## src/rtl/fios_pkg.sv

```systemverilog
// Shared types for the FIOS Montgomery multiplier and its final-reduction stages.
package fios_pkg;

    localparam int unsigned WORD_W = 17;

    typedef logic [WORD_W-1:0] word_t;

    typedef enum logic [1:0] {COLLECT, SUB, HOLD} collector_state_t;

endpackage

```

## src/rtl/fios_word_sub.sv

```systemverilog
// Combinational 17-bit subtract-with-borrow: d = a - b - borrow_in.
module fios_word_sub
    import fios_pkg::*;
(
    input  logic [WORD_W-1:0] a,
    input  logic [WORD_W-1:0] b,
    input  logic              borrow_in,
    output logic [WORD_W-1:0] d,
    output logic              borrow_out
);

    logic [WORD_W:0] diff;

    // One guard bit catches the wrap; it is set exactly when the true difference is negative.
    assign diff       = {1'b0, a} - {1'b0, b} - (WORD_W + 1)'(borrow_in);
    assign d          = diff[WORD_W-1:0];
    assign borrow_out = diff[WORD_W];

endmodule

```

## src/rtl/fios_result_collector.sv

```systemverilog
// Collects the multiplier's result words LSW first, optionally reduces T from [0,2p) to [0,p)
// with a word-serial conditional subtraction, and hands the result over with valid/ready.
module fios_result_collector
    import fios_pkg::*;
#(
    parameter int unsigned s         = 8,
    parameter bit          FINAL_SUB = 1'b1
) (
    input  logic                  clock_i,
    input  logic                  reset_i,
    input  logic                  res_valid_i,
    input  logic [WORD_W-1:0]     res_i,
    input  logic [s*WORD_W-1:0]   p_i,
    output logic [s*WORD_W-1:0]   result_o,
    output logic                  result_valid_o,
    input  logic                  result_ready_i,
    output logic                  busy_o,
    output logic                  overrun_o
);

    localparam int unsigned IDX_W = (s > 1) ? $clog2(s) : 1;
    localparam int unsigned RES_W = s * WORD_W;
    localparam logic [IDX_W-1:0] LAST_IDX = IDX_W'(s - 1);

    collector_state_t state_q, state_d;

    word_t            t_q [s];
    word_t            d_q [s];
    logic [IDX_W-1:0] cnt_q;
    logic [IDX_W-1:0] sub_idx_q;
    logic             borrow_q;

    word_t            p_word_c;
    word_t            d_word_c;
    logic             borrow_out_c;
    logic [RES_W-1:0] t_flat_c;
    logic [RES_W-1:0] d_flat_c;
    logic             handshake_c;
    logic             accept_c;
    logic             last_word_c;
    logic             last_sub_c;
    logic             overrun_c;

    // Modulus word for the current subtraction index.
    always_comb begin
        p_word_c = '0;
        for (int j = 0; j < int'(s); j++) begin
            if (sub_idx_q == IDX_W'(j)) begin
                p_word_c = p_i[j*WORD_W +: WORD_W];
            end
        end
    end

    fios_word_sub u_word_sub (
        .a          (t_q[sub_idx_q]),
        .b          (p_word_c),
        .borrow_in  (borrow_q),
        .d          (d_word_c),
        .borrow_out (borrow_out_c)
    );

    // Flattened T and D; the top D word comes straight from the subtractor on the last SUB cycle.
    always_comb begin
        t_flat_c = '0;
        d_flat_c = '0;
        for (int j = 0; j < int'(s); j++) begin
            t_flat_c[j*WORD_W +: WORD_W] = t_q[j];
            d_flat_c[j*WORD_W +: WORD_W] = (IDX_W'(j) == LAST_IDX) ? d_word_c : d_q[j];
        end
    end

    always_ff @(posedge clock_i) begin
        if (reset_i) begin
            state_q <= COLLECT;
        end else begin
            state_q <= state_d;
        end
    end

    always_comb begin
        state_d     = state_q;
        handshake_c = 1'b0;
        accept_c    = 1'b0;
        overrun_c   = 1'b0;
        last_word_c = (cnt_q == LAST_IDX);
        last_sub_c  = (sub_idx_q == LAST_IDX);
        case (state_q)
            COLLECT: begin
                accept_c = res_valid_i;
            end
            SUB: begin
                overrun_c = res_valid_i;
                if (last_sub_c) begin
                    state_d = HOLD;
                end
            end
            HOLD: begin
                handshake_c = result_valid_o && result_ready_i;
                accept_c    = handshake_c && res_valid_i;
                overrun_c   = res_valid_i && !handshake_c;
                if (handshake_c) begin
                    state_d = COLLECT;
                end
            end
            default: begin
                state_d = COLLECT;
            end
        endcase
        if (accept_c && last_word_c) begin
            state_d = FINAL_SUB ? SUB : HOLD;
        end
    end

    // Word storage needs no reset: cnt_q restarting at 0 discards any partial result.
    always_ff @(posedge clock_i) begin
        if (accept_c) begin
            t_q[cnt_q] <= res_i;
        end
        if (state_q == SUB) begin
            d_q[sub_idx_q] <= d_word_c;
        end
    end

    always_ff @(posedge clock_i) begin
        if (reset_i) begin
            cnt_q          <= '0;
            sub_idx_q      <= '0;
            borrow_q       <= 1'b0;
            result_o       <= '0;
            result_valid_o <= 1'b0;
            busy_o         <= 1'b0;
            overrun_o      <= 1'b0;
        end else begin
            overrun_o <= overrun_c;
            busy_o    <= (state_d != COLLECT);
            if (accept_c) begin
                cnt_q     <= last_word_c ? '0 : cnt_q + IDX_W'(1);
                sub_idx_q <= '0;
                borrow_q  <= 1'b0;
            end
            if (state_q == SUB) begin
                borrow_q  <= borrow_out_c;
                sub_idx_q <= last_sub_c ? '0 : sub_idx_q + IDX_W'(1);
                if (last_sub_c) begin
                    result_o <= borrow_out_c ? t_flat_c : d_flat_c;
                end
            end
            // The first HOLD cycle presents the result; valid then stays up until the handshake.
            if (state_q == HOLD) begin
                if (!result_valid_o) begin
                    result_valid_o <= 1'b1;
                    if (!FINAL_SUB) begin
                        result_o <= t_flat_c;
                    end
                end else if (handshake_c) begin
                    result_valid_o <= 1'b0;
                end
            end
        end
    end

endmodule

```

## config.mk

```make
export PLATFORM = sky130hd
export DESIGN_NAME = fios_result_collector
export DESIGN_NICKNAME = d
export VERILOG_FILES = /design/src/rtl/fios_pkg.sv /design/src/rtl/fios_word_sub.sv /design/src/rtl/fios_result_collector.sv
export SDC_FILE = /design/constraint.sdc
export NUM_CORES = 1
export LEC_CHECK = 0
export ABC_AREA = 1
export BUFFER_PORTS_ARGS = -buffer_cell sky130_fd_sc_hd__buf_2
export CORE_MARGIN = 5
export CORE_UTILIZATION = 43
export CTS_CLUSTER_DIAMETER = 200
export CTS_CLUSTER_SIZE = 14
export DETAILED_ROUTE_END_ITERATION = 8
export MAX_ROUTING_LAYER = met4
export PLACE_DENSITY = 0.67
export SYNTH_ARGS = -nofsm -noshare
export SYNTH_HDL_FRONTEND = slang
export SYNTH_SLANG_ARGS = --single-unit
```

## constraint.sdc

```tcl
create_clock -name clock_i -period 8.4 [get_ports clock_i]
set_input_delay 2.1 -clock clock_i [delete_from_list [all_inputs] [get_ports clock_i]]
set_output_delay 2.1 -clock clock_i [all_outputs]
set_load 0.005 [all_outputs]
```

==> metrics.md, run 1 <==
| Metric | Value |
|---|---|
| Via density | `5.443` |
| PostCTS Resize Cnt | `0` |
| Setup Fix Bufs, Post-CTS | `0` |
| Seq/Total Area, Yosys | `0.5788` |
| Yosys reg bits | `406` |
| Avg WL per Cell | `22.60 um` |
| First-pass GRT wire length | `95190 um` |
| Seq pwr share | `0.496` |
| Row cnt | `76` |
| Ports | `296` |
| Netlist cell types | `37` |
| Worst skew pair latency | `0.56 ns` |
| Switching share of power | `0.2843` |
| Clock net sink count | `406` |
| Initial Util | `0.4313` |
| Cell total after placement | `2817` |
| Ys flop type | `edfxtp_1` |
| 1st-iter DRT viols | `1669` |
| Area Overhead vs Synth | `15.09%` |
| Worst slew pin tran | `1.365 ns` |
| Core area | `0.04279 mm^2` |
| Max_slew headroom | `0.08934` |
| Most common cell after layout, fill and taps aside | `nand2_1` |
| Drt first pass iters | `6` |
| Max-cap violations | `0` |
| PD cells | `209.1 mW/mm^2` |
| Cells after synthesis | `2088` |
| Status | `finished clean` |
| IO buf count | `295` |
| Clk_skew | `0.02925 ns` |
| DRC Markers | `0` |
| Crit path DAT | `7.71 ns` |
| Final period utilization | `0.8635` |
| Total routed wirelength | `65250 um` |
| Largest net degree at the start of global routing | `88` |
| Avg Cell Area, Syn | `8.838 um^2` |
| Design Power | `4.441 mW` |
| All-Layer GR Usage | `0.2750` |
| Worst Setup End Kind | `flip-flop` |
| Worst Setup Start Kind | `flip-flop` |
| CTS root buf | `clkbuf_16` |
| CTS tree | `built` |
| Final setup viols | `0` |
| Final hold slack | `0.4606 ns` |
| Die Area | `0.04716 mm^2` |
| Most frequent cells in the layout | `nand2_1, buf_2, edfxtp_1` |
| CP Class | `flip-flop to flip-flop` |
| Net load switching power | `1.263 mW` |
| Clk network pwr share | `0.347` |
| Final HPWL DP | `46640 um` |
| Clock Pin Slew Worst Setup and Hold Paths | `0.07 ns` |
| RSZ-0062 raised after global routing | `no` |
| Vias in the first global route | `15110` |
| Routability congestion estimate | `0.9461` |
| Detail Route Antenna Nets | `0` |
| Max-slew violation count | `0` |
| Syn Std Cell Area | `0.01845 mm^2` |
| Cell internal pwr | `3.179 mW` |
| Maximum VDD drop | `145.2 uV` |
| M2 GR Usage | `0.4421` |
| CTS hold repair buffers | `0` |
| Post-synth EDFFs | `255` |
| Initial antenna violation count | `6` |
| Met3 Use GR | `0.05453` |
| GR Overflow Total | `0` |
| Setup TNS | `0 ns` |
| Clock Path Buffers | `3` |
| Routed vias | `15720` |
| Chip Height | `217.2 um` |
| Synth Warn # | `0` |
| Hold WC Path Type | `flip-flop to flip-flop` |
| Final Non-Filler Cells | `2887` |
| Final Hold Vio Count | `0` |
| Comb power frac | `0.157` |
| Layer carrying the most global-route usage | `met2` |
| CP required | `8.86 ns` |
| Worst-path fanout max | `87` |
| Chip width | `217.2 um` |
| Fraction of layout cells with a size suffix above 1 | `0.1612` |
| GR Layer Usage met1 | `0.3575` |
| Fraction of registers with async set/reset | `0` |
| Leakage | `8.868 nW` |
| Synthesized Nets | `2289` |
| Upper clock frequency limit | `137.9 MHz` |
| Nets | `2508` |
| # H-tree levels | `2` |
| CTS buffer count | `34` |
| Minimum clock period | `7.253 ns` |
[worst max-delay path: stages (launching register included)]
cell	delay [ns]
dfxtp_1	0.36
inv_1	0.19
ha_1	0.62
clkinv_1	0.67
nor2_2	0.54
buf_4	0.26
nand2_1	0.07
a31oi_1	0.26
o221ai_1	0.16
nand3_1	0.18
o21ai_0	0.13
o21ai_0	0.46
ha_1	0.25
inv_1	0.04
ha_1	0.37
a21oi_1	0.22
o21ai_0	0.14
a21oi_1	0.17
nand2_2	0.12
nand2_2	0.11
nand3_2	0.10
nand2_4	0.75
buf_12	0.39
nand2_1	0.08
o21ai_0	0.08
nand2_1	0.15
a21oi_1	0.18
[power groups by stage]
stage,Combinational [mW],Clock [mW],Sequential (mW)
after CTS,0.687,1.56,2.20
after global placement,0.682,0,2.25
after floorplan,0.402,0,2.24
after global routing,0.748,1.65,2.20
after detailed placement,0.684,0,2.25
final,0.697,1.54,2.20
[metal layers]
metal,up-vias,wire [um]
li1,7406,-
met1,7351,26210
met2,836,30720
met3,122,6042
met4,0,2275
met5,-,0
[sequential cells by signal (all words and copies together) (netlist names), named ones only]
register / flops
borrow_q: 1
result_valid_o: 1
state_q: 2
busy_o: 1
d_q: 119
sub_idx_q: 3
cnt_q: 3
result_o: 136
t_q: 136
overrun_o: 1
[metrics by stage]
step | setup WS (ns) | area, um^2 | utilization
finish | 1.147 | 21240 | 0.4963
global placement | 1.380 | 20200 | 0.4720
floorplan | 3.578 | 18450 | -
global route | 0.6067 | 21230 | 0.4962
CTS | 1.275 | 21220 | 0.4959
detailed placement | 1.335 | 20200 | 0.4720
[path summary, 6_finish.rpt]
kind,from,endpoint,slack (ns),cells after the start
worst min-delay path,result_o[19],result_o[19],0.46,2
worst min register to register,result_o[19],result_o[19],0.46,2
worst max-delay path,sub_idx_q[1],result_o[44],1.15,26
worst max register to register,sub_idx_q[1],result_o[44],1.15,26
[cell families after synthesis]
logic type | share of synthesized area
buf+inv | 0.07153
compound gates | 0.1214
simple gates | 0.1925
xor+xnor | 0.005221
fa+ha+maj | 0.03065
flops | 0.5788
[synth_stat cells (2+ instances only)]
cell | instances | area (um^2)
o221ai_1 | 16 | 140.1
a31oi_1 | 18 | 112.6
nor2_1 | 31 | 116.4
dfxtp_1 | 151 | 3023
xor2_1 | 5 | 43.79
nor3_1 | 5 | 25.02
nand3_1 | 148 | 740.7
buf_6 | 11 | 123.9
ha_1 | 42 | 525.5
a21boi_0 | 2 | 15.01
buf_2 | 17 | 85.08
edfxtp_1 | 255 | 7657
clkbuf_1 | 74 | 277.8
fa_1 | 2 | 40.04
inv_2 | 4 | 15.01
inv_1 | 190 | 713.2
xnor2_1 | 6 | 52.55
buf_1 | 15 | 56.30
a21oi_1 | 222 | 1111
nor2_2 | 2 | 12.51
a211oi_1 | 2 | 15.01
nand2_1 | 685 | 2571
o21ai_1 | 5 | 25.02
nand4_1 | 2 | 12.51
or2_2 | 2 | 12.51
buf_4 | 6 | 45.04
o211ai_1 | 3 | 22.52
a221oi_1 | 2 | 17.52
nand2_2 | 5 | 31.28
o21ai_0 | 153 | 765.7
[final cells by class]
| cell class | count | area (um^2) |
|---|---|---|
| Antenna cell | 8 | 20.02 |
| Clock buffer | 62 | 1020 |
| Fill cell | 4087 | 21550 |
| Inverter | 195 | 734.5 |
| Multi-Input combinational cell | 1364 | 6525 |
| Sequential cell | 406 | 10680 |
| Tap cell | 546 | 683.2 |
| Timing Repair Buffer | 306 | 1574 |
(Power assumes the default switching activity.)
==> run 2: changes to the inputs <==
--- a/config.mk
+++ b/config.mk
@@ -9,2 +9,3 @@
 export BUFFER_PORTS_ARGS = -buffer_cell sky130_fd_sc_hd__buf_2
+export CAP_MARGIN = 15
 export CORE_MARGIN = 5
--- a/constraint.sdc
+++ b/constraint.sdc
@@ -3,2 +3,2 @@
 set_output_delay 2.1 -clock clock_i [all_outputs]
-set_load 0.005 [all_outputs]
+set_load 0.1 [all_outputs]
==> metrics.md, run 2 (same netlist as run 1, synthesis figures left out) <==
| Metric | Value |
|---|---|
| Max-slew violation count | `0 (unchanged)` |
| Clk_skew | `0.02225 ns (-0.007002 ns)` |
| Worst slew pin tran | `1.237 ns (-0.1279 ns)` |
| Worst Setup End Kind | `flip-flop` |
| CTS tree | `built` |
| Upper clock frequency limit | `139.1 MHz (+0.87%)` |
| Crit path DAT | `7.62 ns (-0.09 ns)` |
| # H-tree levels | `2 (unchanged)` |
| GR Overflow Total | `0 (unchanged)` |
| PD cells | `208.3 mW/mm^2 (-0.41%)` |
| Cell internal pwr | `3.177 mW (about the same)` |
| Worst skew pair latency | `0.53 ns (-0.03 ns)` |
| Chip width | `217.2 um (unchanged)` |
| Status | `finished clean` |
| Setup Fix Bufs, Post-CTS | `0 (unchanged)` |
| 1st-iter DRT viols | `1685 (+0.96%)` |
| Core area | `0.04279 mm^2 (unchanged)` |
| Reg2Reg Setup Slack | `1.21 ns (+0.06 ns)` |
| Switching share of power | `0.2819 (-0.002394)` |
| Avg WL per Cell | `22.51 um (-0.40%)` |
| Row cnt | `76 (unchanged)` |
| Chip Height | `217.2 um (unchanged)` |
| CTS buffer count | `34 (unchanged)` |
| Routability congestion estimate | `0.9461 (unchanged)` |
| CTS root buf | `clkbuf_16` |
| Setup TNS | `0 ns (unchanged)` |
| R2R cell count | `26 (unchanged)` |
| IO buf count | `295 (unchanged)` |
| Via density | `5.449 (+0.10%)` |
| Nets | `2509 (+0.040%)` |
| Largest regs | `result_o x136, t_q x136, d_q x119` |
| Area Overhead vs Synth | `15.11% (about the same)` |
| Final setup margin | `1.210 ns (+0.06291 ns)` |
| Worst-path fanout max | `87 (unchanged)` |
| Initial Util | `0.4313 (unchanged)` |
| CTS hold repair buffers | `0 (unchanged)` |
| Clock Pin Slew Worst Setup and Hold Paths | `0.07 ns (about the same)` |
| Most common cell after layout, fill and taps aside | `nand2_1` |
| Worst Setup Start Kind | `flip-flop` |
| Hold EP | `result_o[55]` |
| Critical Path Most Common Cell | `o21ai_0` |
| Clock net sink count | `406 (unchanged)` |
| PostCTS Resize Cnt | `0 (unchanged)` |
| Comb power frac | `0.158 (about the same)` |
| Total routed wirelength | `64930 um (-0.50%)` |
| CP max stage cell | `nand2_4` |
| Hold WC Path Type | `flip-flop to flip-flop` |
| Crit path largest cell delay | `0.73 ns (-0.02 ns)` |
| Clk network pwr share | `0.344 (-0.003)` |
| Dpl ws | `1.321 ns (-0.01336 ns)` |
| CP required | `8.83 ns (-0.03 ns)` |
| Maximum VDD drop | `119.5 uV (-18%)` |
| Detail Route Antenna Nets | `0 (unchanged)` |
| Final Hold Vio Count | `0 (unchanged)` |
| Drt first pass iters | `6 (unchanged)` |
| Ports | `296 (unchanged)` |
| Hold path startpoint | `result_o[55]` |
| Hold depth | `2 (unchanged)` |
| First-pass GRT wire length | `94980 um (-0.22%)` |
| Initial antenna violation count | `6 (unchanged)` |
| Max_slew headroom | `0.1747 (+0.08538)` |
| WP buf/inv | `5 (unchanged)` |
| Minimum clock period | `7.190 ns (-0.06291 ns)` |
| Most frequent cells in the layout | `nand2_1, buf_2, edfxtp_1` |
| Fillers | `4086 (-0.024%)` |
| RSZ-0062 raised after global routing | `no` |
| Final period utilization | `0.8560 (-0.007489)` |
| Die Area | `0.04716 mm^2 (unchanged)` |
| Fraction of layout cells with a size suffix above 1 | `0.1616 (+0.0004286)` |
| Vias in the first global route | `15250 (+0.91%)` |
| Crit path max-delay family | `simple AND/OR/NAND/NOR gates` |
| CP Class | `flip-flop to flip-flop` |
| Reg2reg start | `sub_idx_q[1]` |
| Reg-to-reg endpoint | `result_o[44]` |
| Routed vias | `15720 (unchanged)` |
| Seq pwr share | `0.498 (+0.002)` |
| Clock Path Buffers | `3 (unchanged)` |
| Net load switching power | `1.247 mW (-1.2%)` |
| All-Layer GR Usage | `0.2733 (-0.001703)` |
| DRC Markers | `0 (unchanged)` |
| Leakage | `8.874 nW (about the same)` |
| Largest net degree at the start of global routing | `88 (unchanged)` |
| Final HPWL DP | `46680 um (about the same)` |
| Max-cap violations | `0 (unchanged)` |
| Final setup viols | `0 (unchanged)` |
[run 2: worst max-delay path by stage]
stage | start | endpoint | cells past startpoint | slack (ns)
2_1_floorplan | p_i[0] | d_q[0][10] | 17 | 3.58
3_3_place_gp | sub_idx_q[1] | result_o[44] | 26 | 1.38
3_5_place_dp | sub_idx_q[1] | result_o[44] | 26 | 1.32
4_1_cts | sub_idx_q[1] | result_o[44] | 26 | 1.27
5_1_grt | sub_idx_q[1] | result_o[44] | 26 | 0.63
6_report | sub_idx_q[1] | result_o[44] | 26 | 1.21
[run 2: worst reg2reg max path: cells and delay by family (launching register included)]
kind,cells,cell delay [ns]
DFF,1,0.36
adders and majority gates,3,1.25
buffers and inverters,5,1.60
AOI/OAI and AO/OA,9,1.81
and+or+nand+nor,9,2.08
[run 2: metrics by stage]
step / std cells / instance area (um^2) / hold slack [ns] / total power, mW / util
finish: 2884 / 21240 / 0.4589 / 4.424 / 0.4964
global route: 2884 / 21240 / 0.4714 / 4.575 / 0.4964
CTS: 2879 / 21230 / 0.4626 / 4.430 / 0.4961
detailed placement: 2818 / 20210 / 0.4524 / 2.932 / 0.4724
global placement: 2817 / 20200 / 0.4503 / 2.929 / 0.4720
floorplan: 2088 / 18450 / 0.4692 / 2.645 / -
[run 2: cell type report]
| class | instances | area (um^2) | share of cell area |
|---|---|---|---|
| diodes | 5 | 12.51 | 0.0005890 |
| multi-input cells | 1364 | 6525 | 0.3072 |
| flip-flops and latches | 406 | 10680 | 0.5029 |
| repair buffers | 307 | 1589 | 0.07480 |
| inverters | 195 | 734.5 | 0.03457 |
| well taps | 546 | 683.2 | 0.03216 |
| clock buffers | 61 | 1016 | 0.04783 |
[run 2: power groups by stage]
| stage | combinational (mW) | sequential (mW) | clock (mW) |
|---|---|---|---|
| 2_1_floorplan | 0.402 | 2.24 | 0 |
| 3_3_place_gp | 0.682 | 2.25 | 0 |
| 3_5_place_dp | 0.685 | 2.25 | 0 |
| 4_1_cts | 0.688 | 2.20 | 1.54 |
| 5_1_grt | 0.751 | 2.20 | 1.62 |
| 6_report | 0.701 | 2.20 | 1.52 |
[run 2: routing by layer]
metal  track usage  vias up  part of all wire
li1              -     7399                 -
met1        0.3502     7360              0.40
met2        0.4264      802              0.46
met3       0.06093      154             0.092
met4        0.1070        0             0.048
met5             -        -                 0
==> run 3: changes to the inputs <==
MAX_ROUTING_LAYER = not set   (was met4)
==> metrics.md, run 3 (same netlist as run 1, synthesis figures left out) <==
| Metric | Value |
|---|---|
| CP Class | `flip-flop to flip-flop` |
| Chip Height | `217.2 um (unchanged)` |
| Dpl ws | `1.092 ns (-0.2295 ns)` |
| Worst Setup Start Kind | `flip-flop` |
| Via density | `5.459 (+0.19%)` |
| 1st-iter DRT viols | `1560 (-7.4%)` |
| WP buf/inv | `4 (-1)` |
| Met3 Use GR | `0.05091 (-0.01002)` |
| Net load switching power | `1.261 mW (+1.2%)` |
| CTS tree | `built` |
| Crit path DAT | `7.86 ns (+0.24 ns)` |
| Crit path largest cell delay | `0.77 ns (+0.04 ns)` |
| IO buf count | `295 (unchanged)` |
| # H-tree levels | `2 (unchanged)` |
| PD cells | `209.0 mW/mm^2 (+0.35%)` |
| Final period utilization | `0.8827 (+0.02673)` |
| CP required | `8.84 ns (about the same)` |
| Final HPWL DP | `46430 um (-0.53%)` |
| CTS hold repair buffers | `0 (unchanged)` |
| Core area | `0.04279 mm^2 (unchanged)` |
| GR Layer Usage met1 | `0.3553 (+0.005039)` |
| Area Overhead vs Synth | `15.17% (about the same)` |
| Worst-path fanout max | `85 (-2.3%)` |
| Clock Pin Slew Worst Setup and Hold Paths | `0.07 ns (about the same)` |
| Upper clock frequency limit | `134.9 MHz (-3.0%)` |
| Cell internal pwr | `3.180 mW (+0.10%)` |
| Leakage | `8.881 nW (about the same)` |
| Largest net degree at the start of global routing | `87 (-1.1%)` |
| CP max stage cell | `nor2_2` |
| Maximum VDD drop | `110.0 uV (-7.9%)` |
| CTS buffer count | `34 (unchanged)` |
| First-pass GRT wire length | `95140 um (+0.17%)` |
| DRC Markers | `0 (unchanged)` |
| Most common cell after layout, fill and taps aside | `nand2_1` |
| Total routed wirelength | `64440 um (-0.75%)` |
| Max-slew violation count | `0 (unchanged)` |
| Setup Fix Bufs, Post-CTS | `0 (unchanged)` |
| Final setup viols | `0 (unchanged)` |
| Crit path max-delay family | `compound AO/OA/AOI/OAI gates` |
| Chip width | `217.2 um (unchanged)` |
| Most frequent cells in the layout | `nand2_1, buf_2, edfxtp_1` |
| Minimum clock period | `7.415 ns (+0.2245 ns)` |
| Routed vias | `15720 (+0.051%)` |
| Drt first pass iters | `6 (unchanged)` |
| Row cnt | `76 (unchanged)` |
| Die Area | `0.04716 mm^2 (unchanged)` |
| Clk_skew | `0.03058 ns (+0.008339 ns)` |
| Final setup margin | `0.9851 ns (-0.2245 ns)` |
| Vias in the first global route | `15340 (+0.60%)` |
| Hold WC Path Type | `flip-flop to flip-flop` |
| Clk network pwr share | `0.346 (+0.002)` |
| Largest regs | `result_o x136, t_q x136, d_q x119` |
| Status | `finished clean` |
| Worst slew pin tran | `1.165 ns (-0.07111 ns)` |
| Ports | `296 (unchanged)` |
| Worst Setup End Kind | `flip-flop` |
| M2 GR Usage | `0.4334 (+0.007003)` |
| GR Overflow Total | `0 (unchanged)` |
| PostCTS Resize Cnt | `0 (unchanged)` |
| Worst skew pair latency | `0.54 ns (about the same)` |
| Nets | `2508 (-0.040%)` |
| Max_slew headroom | `0.2222 (+0.04746)` |
| Comb power frac | `0.158 (about the same)` |
| Clock Path Buffers | `3 (unchanged)` |
| Initial antenna violation count | `5 (-1)` |
| Setup TNS | `0 ns (unchanged)` |
| Avg WL per Cell | `22.37 um (-0.61%)` |
| Routability congestion estimate | `0.9185 (-2.9%)` |
| Clock net sink count | `406 (unchanged)` |
| Seq pwr share | `0.496 (-0.002)` |
| Layer carrying the most global-route usage | `met2` |
| Final Hold Vio Count | `0 (unchanged)` |
| CTS root buf | `clkbuf_16` |
| Max-cap violations | `0 (unchanged)` |
| Detail Route Antenna Nets | `0 (unchanged)` |
| RSZ-0062 raised after global routing | `no` |
| Initial Util | `0.4313 (unchanged)` |
| All-Layer GR Usage | `0.2635 (-0.009751)` |
| Switching share of power | `0.2840 (+0.002153)` |
| Fraction of layout cells with a size suffix above 1 | `0.1607 (-0.0008573)` |
==> run 3: power by group through the flow <==
| stage | Combinational (mW) | Clock [mW] | Sequential, mW |
|---|---|---|---|
| floorplan | 0.402 | 0 | 2.24 |
| global placement | 0.684 | 0 | 2.25 |
| detailed placement | 0.687 | 0 | 2.25 |
| CTS | 0.689 | 1.56 | 2.20 |
| global route | 0.756 | 1.64 | 2.20 |
| finish | 0.702 | 1.54 | 2.20 |
==> run 3: cell type report <==
| cell class | count | area (um^2) |
|---|---|---|
| multi-input cells | 1364 | 6523 |
| inverters | 195 | 734.5 |
| repair buffers | 306 | 1609 |
| clock buffers | 62 | 1020 |
| diodes | 1 | 2.502 |
| flip-flops and latches | 406 | 10680 |
| well taps | 546 | 683.2 |
| fillers | 4056 | 21540 |
==> run 3: routing by layer <==
layer  routed length, um  up-vias  share of wire
met5                  46        -        0.00071
met4                2354        8          0.037
met3                5726      128          0.089
met2               30120      741           0.47
met1               26190     7450           0.41
li1                    -     7396              -
==> run 3: final timing paths <==
kind                                   start           end  slack (ns)  cells after the start
worst max-delay path            sub_idx_q[1]  result_o[46]        0.99                     25
worst min-delay path            result_o[16]  result_o[16]        0.46                      2
worst max register to register  sub_idx_q[1]  result_o[46]        0.99                     25
worst min register to register  result_o[16]  result_o[16]        0.46                      2
==> run 3: per-stage QoR <==
stage | utilization | area [um^2] | hold WS, ns | instances | total power, mW
2_1_floorplan | - | 18450 | 0.4692 | 2088 | 2.645
3_3_place_gp | 0.4715 | 20170 | 0.4498 | 2814 | 2.931
3_5_place_dp | 0.4718 | 20190 | 0.4532 | 2815 | 2.934
4_1_cts | 0.4956 | 21210 | 0.4632 | 2877 | 4.449
5_1_grt | 0.4966 | 21250 | 0.4813 | 2879 | 4.595
6_report | 0.4967 | 21250 | 0.4603 | 2880 | 4.442
==> run 3: tightest hold or removal path, stage by stage (launching register included) <==
cell,delay [ns]
dfxtp_1,0.30
nand2_1,0.06
a21oi_1,0.05
